<file path="config.mk">
export PLATFORM = sky130hd
export DESIGN_NAME = data_sync_rx
export DESIGN_NICKNAME = d
export VERILOG_FILES = /design/src/rtl/data_sync_rx_pkg.sv /design/src/rtl/data_sync_rx_bit_sync.sv /design/src/rtl/data_sync_rx.sv
export SDC_FILE = /design/constraint.sdc
export NUM_CORES = 1
export LEC_CHECK = 0
export ABC_AREA = 0
export ABC_CLOCK_PERIOD_IN_PS = 1850
export CAP_MARGIN = 40
export CORE_MARGIN = 2
export CORE_UTILIZATION = 39
export DETAILED_ROUTE_END_ITERATION = 10
export GPL_TIMING_DRIVEN = 0
export PLACE_DENSITY = 0.73
export SYNTH_ARGS = -nofsm -noshare
export SYNTH_HDL_FRONTEND = slang
export SYNTH_SLANG_ARGS = --single-unit
</file>
<file path="constraint.sdc">
create_clock -name clk_i -period 1.85 [get_ports clk_i]
set_clock_uncertainty 0.2 [all_clocks]
set_input_delay 0.37 -clock clk_i [delete_from_list [all_inputs] [get_ports clk_i]]
set_output_delay 0.37 -clock clk_i [all_outputs]
set_load 0.02 [all_outputs]
</file>
<file path="src/rtl/data_sync_rx_pkg.sv">
// Definitions shared by both ends of the toggle-handshake CDC transfer:
// FSM encoding and the legal synchronizer depth range.
package data_sync_rx_pkg;

    typedef enum logic {
        IDLE    = 1'b0,
        PENDING = 1'b1
    } state_e;

    localparam int unsigned NUM_STAGES_MIN = 2;
    localparam int unsigned NUM_STAGES_MAX = 4;

    function automatic logic stages_legal(input int unsigned n);
        return (n >= NUM_STAGES_MIN) && (n <= NUM_STAGES_MAX);
    endfunction

endpackage

</file>
<file path="src/rtl/data_sync_rx_bit_sync.sv">
// Single-bit multi-flop synchronizer; the source side reuses it for the ack toggle.
module data_sync_rx_bit_sync #(
    parameter int unsigned NUM_STAGES = 2
) (
    input  logic clk_i,
    input  logic rst_ni,
    input  logic d_i,
    output logic q_o
);

    logic [NUM_STAGES-1:0] sync_q;

    genvar gi;
    generate
        for (gi = 0; gi < NUM_STAGES; gi++) begin : g_stage
            if (gi == 0) begin : g_first
                always_ff @(posedge clk_i or negedge rst_ni) begin
                    if (!rst_ni) sync_q[gi] <= 1'b0;
                    else         sync_q[gi] <= d_i;
                end
            end else begin : g_rest
                always_ff @(posedge clk_i or negedge rst_ni) begin
                    if (!rst_ni) sync_q[gi] <= 1'b0;
                    else         sync_q[gi] <= sync_q[gi-1];
                end
            end
        end
    endgenerate

    assign q_o = sync_q[NUM_STAGES-1];

endmodule

</file>
<file path="src/rtl/data_sync_rx.sv">
// Destination end of the toggle-handshake CDC: synchronizes the request toggle,
// captures the held bus once, hands it out with VALID/READY and returns an ack toggle.
module data_sync_rx
    import data_sync_rx_pkg::*;
#(
    parameter int unsigned NUM_STAGES = 2,
    parameter int unsigned BUS_WIDTH  = 8
) (
    input  logic                 clk_i,
    input  logic                 rst_ni,
    input  logic [BUS_WIDTH-1:0] unsync_bus_i,
    input  logic                 req_tog_i,
    output logic [BUS_WIDTH-1:0] sync_bus_o,
    output logic                 valid_o,
    input  logic                 ready_i,
    output logic                 enable_pulse_o,
    output logic                 ack_tog_o,
    output logic                 overrun_err_o
);

    generate
        if (!stages_legal(NUM_STAGES)) begin : g_bad_depth
            $error("data_sync_rx: NUM_STAGES out of legal range");
        end
    endgenerate

    logic                 req_sync;
    logic                 prev_q;
    logic                 req_edge;
    state_e               state_q, state_d;
    logic [BUS_WIDTH-1:0] bus_q, bus_d;
    logic                 en_q, en_d;
    logic                 ack_q, ack_d;
    logic                 ovr_q, ovr_d;

    data_sync_rx_bit_sync #(
        .NUM_STAGES(NUM_STAGES)
    ) u_req_sync (
        .clk_i (clk_i),
        .rst_ni(rst_ni),
        .d_i   (req_tog_i),
        .q_o   (req_sync)
    );

    assign req_edge = req_sync ^ prev_q;

    always_ff @(posedge clk_i or negedge rst_ni) begin
        if (!rst_ni) begin
            prev_q  <= 1'b0;
            state_q <= IDLE;
            bus_q   <= '0;
            en_q    <= 1'b0;
            ack_q   <= 1'b0;
            ovr_q   <= 1'b0;
        end else begin
            prev_q  <= req_sync;
            state_q <= state_d;
            bus_q   <= bus_d;
            en_q    <= en_d;
            ack_q   <= ack_d;
            ovr_q   <= ovr_d;
        end
    end

    // The bus is only looked at on the capture edge; an edge while a word is
    // still pending is a source protocol violation and the new word is lost.
    always_comb begin
        state_d = state_q;
        bus_d   = bus_q;
        en_d    = 1'b0;
        ack_d   = ack_q;
        ovr_d   = ovr_q;
        case (state_q)
            IDLE: begin
                if (req_edge) begin
                    bus_d   = unsync_bus_i;
                    en_d    = 1'b1;
                    state_d = PENDING;
                end
            end
            PENDING: begin
                if (req_edge) ovr_d = 1'b1;
                if (ready_i) begin
                    ack_d   = ~ack_q;
                    state_d = IDLE;
                end
            end
            default: state_d = IDLE;
        endcase
    end

    assign sync_bus_o     = bus_q;
    assign valid_o        = (state_q == PENDING);
    assign enable_pulse_o = en_q;
    assign ack_tog_o      = ack_q;
    assign overrun_err_o  = ovr_q;

endmodule

</file>
==> results.md <==
- The areal power density over the cells is 1300 mW/mm^2.
- At the later pin of the worst-skew pair, clock insertion delay measures 0.27 ns.
- The nature of the critical path startpoint is a register.
- The total number of vias is 332.
- For the pin with the worst max-slew slack, the measured transition is 0.620 ns.
- In the post-route analysis, the smallest setup slack over all paths is 0.0509 ns.
- The total net switching power is 0.339 mW.
- The number of buffers and inverters on the critical path is 1.
- The sequential fraction of the synthesis area is 0.680.
- In this run the tightest slew margin relative to its limit is 0.586.
- The highest achievable clock rate is 556 MHz.
- The critical path required time is 1.28 ns.
- Timing analysis after detailed placement gives a worst setup slack of 0.245 ns.
- The internal portion of the total power is 0.758 mW.
- The cell at the slowest stage of the critical path is clkdlybuf4s50_1.
- Of all nets on the critical path, the largest fanout is 2.
- Each instance of the synthesized netlist takes up on average 18.4 sq um.
- The die is 41.6 microns wide.
- Of the available clock period, the critical path in the final layout requires 0.973.
- The register cell area after layout is 375 sq um.
- The global-route track usage on met2 is 0.241.
- The placeable core region is around 0.0013 sq mm.
- The hold-fix buffer count after cts is 0.
- The path type of the worst setup path is reg -> out.
- The multi-input combinational cells in the finished layout cover a total of 165 sq um.
- Overall power consumption after layout is estimated at 1.10 mW.
- The residual overflow from global routing is 0.
- The placement row count is 13.
- With fillers left out, the area of the finished cells amounts to approximately 850 sq um.
- The arrival time of the worst setup path is 1.23 ns.
- IR analysis of the VDD net gives a maximum drop of between 0.6 and 0.7 mV.
- When the netlist entered floorplanning its net count stood at 42.
- Fill cells in the final layout number 99.
- The final net count is 70.
- After synthesis the netlist holds a flip-flop and latch count of 15.
- TritonCTS built the clock tree.
- For this run, global-route usage on met3 was measured as 0.0565.
- In the layout the commonest cells are 15 x dfrtp_1, 14 x clkdlybuf4s50_1, 8 x mux2_4, 8 x dlymetal6s2s_1, 3 x clkbuf_4.
- In this run, CTS created clock tree buffers numbering 3.
- The share of final-layout standard cells stronger than drive strength 1 is 0.228.
- Counting every instance in the synthesized netlist gives 30.
- Setup repair after global routing left no endpoint under its margin.
- The clock sink count is 15.
- The first-pass GRT wire length is 1700 microns.
- The deepest level of the CTS H-tree is 1.
- The initial antenna violation count is 0.
- The buffer depth of the longest clock path is 2.
- The area of the die is roughly 0.0017 sq mm.
- The clock root buffer master is clkbuf_4.
- The final count of pins violating max slew is 0.
- Leaving out fill and tap cells, the most frequent cell in the layout is dfrtp_1.
- Subtracting the final worst setup slack from the clock period gives 1.80 ns.
- Across every metal layer, demand over resource in global routing totals 0.136.
- The most utilized layer in the global route result is met2.
- The DRC violations left is 0.
- The post-synthesis instance area is approximately 550 sq um.
- Measured along the y axis, the die boundary spans 41.6 microns.
- The leakage power summed over all cells is roughly 0.43 nW.
- The worst setup path is captured at an output port.
- The count of buffers added on input and output ports is 23.
- The maximum single-stage delay on the critical path is roughly 0.6 ns.
- The setup TNS is 0 ns.
- After the first detailed-routing iteration, the DRC count stood at 0.
- The flow ran to the end, and the final reports show no timing, DRC or antenna violations.
- The final number of hold-violating endpoints was 0.
- The final setup violation count is 0.
- The initial core utilization is 0.419.
- Traced cell by cell, the critical path runs through clkdlybuf4s50_1.
- The number of warnings printed during yosys synthesis is 0.
- The number of global-route vias before repair is 380.
- The kind of cell adding the most delay to the critical path is buffers and inverters.
- After detailed placement, the total cell area comes to ~800 sq um.
- The number of search-and-repair iterations in the first detailed-routing pass is 1.
- The number of diodes added for antenna fixing is 0.
- The reported max-cap violation count is 0.
- The I/O pin count is 24.
- The relative contribution of sequential cells to total power is 0.427.
- Summed over all nets, the half-perimeter wirelength after detailed placement is 828 microns.
- The portion of total power attributed to the clock network is 0.160.
- The classification of the worst-slack hold path is reg -> reg.
- The net switching share of the total power is 0.309.
- The average vias per placed instance is 4.61.
- For this block, the routed nets add up to 1050 microns of wire.
- Relative to the synthesized area, the layout overhead comes to 53.3%.
- The routed length per placed instance is 14.5 microns.
- The met1 demand-to-capacity share in global routing is 0.138.
- The placer's final routability congestion estimate is 0.724.
- The largest net degree at the start of global routing is 16.
- After clock tree synthesis, the clock-pin slew on the worst setup and hold paths is 0.08 ns.
- The proportion of power drawn by combinational gates is 0.413.
- The count of nets left with antenna violations once routing finished came out at 0.
- The number of different library cells used by synthesis comes to 9.
timing repair:
action                                  4_1_cts  5_1_grt
gates resized for setup                       1        8
cloned                                        0        0
endpoints found under the setup margin        1        8
buffers inserted                              0        0
logic make-up (layout without fill, tap and decap cells):
| logic type | count (synthesis) | after routing | synth area share |
|---|---|---|---|
| DFF | 15 | 15 | 0.680 |
| AOI/OAI and AO/OA | 2 | 2 | 0.0295 |
| xor gates and xnor gates | 2 | 2 | 0.0318 |
| and+or+nand+nor | 2 | 2 | 0.0204 |
| muxes | 8 | 8 | 0.218 |
| buffers and inverters | 1 | 28 | 0.0204 |
cell usage after synthesis, drive strengths merged:
library cell	number	area (sq um)
xor2	1	8.76
and2b	1	7.51
dfrtp	15	375
mux2	8	120
buf	1	11.3
nand2	1	3.75
a21o	1	8.76
xnor2	1	8.76
o21a	1	7.51
sequential cells by signal, summed over array words and instances, names as in the netlist:
signal / cells
sync_bus_o: 8
valid_o: 1
ack_tog_o: 1
u_req_sync.sync_q: 1
enable_pulse_o: 1
overrun_err_o: 1
u_req_sync.q_o: 1
prev_q: 1
per-layer routing:
layer	vias up	wire, microns	share of wire
met3	0	64	0.061
met5	-	0	0
li1	154	-	-
met1	165	391	0.37
met2	13	590	0.56
met4	0	0	0
worst register-to-register path, cell delays in order, from the launching register on:
cell,delay (ns)
dfrtp_1,0.39
xor2_1,0.23
and2b_1,0.18
buf_6,0.16
mux2_4,0.32
per-stage QoR:
| stage | util | instances | hold WS [ns] |
|---|---|---|---|
| 6_report | 0.642 | 72 | 0.154 |
| 3_3_place_gp | 0.608 | 68 | 0.132 |
| 4_1_cts | 0.627 | 72 | 0.156 |
| 3_5_place_dp | 0.608 | 68 | 0.137 |
| 2_1_floorplan | - | 30 | -0.126 |
| 5_1_grt | 0.642 | 72 | 0.171 |
power by group through the flow:
stage	Combinational (mW)	Sequential [mW]	Clock [mW]
2_1_floorplan	0.142	0.577	0
6_report	0.453	0.468	0.175
4_1_cts	0.473	0.471	0.185
5_1_grt	0.476	0.479	0.206
3_3_place_gp	0.463	0.468	0
3_5_place_dp	0.472	0.477	0
area by class of cell:
class                   count  share of cell area
clock buffers               4              0.0311
multi-input cells          14               0.195
repair buffers             23               0.294
plain buffers               1              0.0133
flip-flops and latches     15               0.444
well taps                  15              0.0222
final timing paths:
path,start,to,slack (ns),cells after the start
max,sync_bus_o[4],sync_bus_o[4],0.05,1
min,u_req_sync.sync_q[0],u_req_sync.q_o,0.15,0
max reg2reg,u_req_sync.q_o,sync_bus_o[0],0.26,4
min reg2reg,u_req_sync.sync_q[0],u_req_sync.q_o,0.15,0
max in group asynchronous,rst_ni,ack_tog_o,0.77,1
min in group asynchronous,rst_ni,sync_bus_o[6],0.28,1
Power figures use the tool's default switching activity.
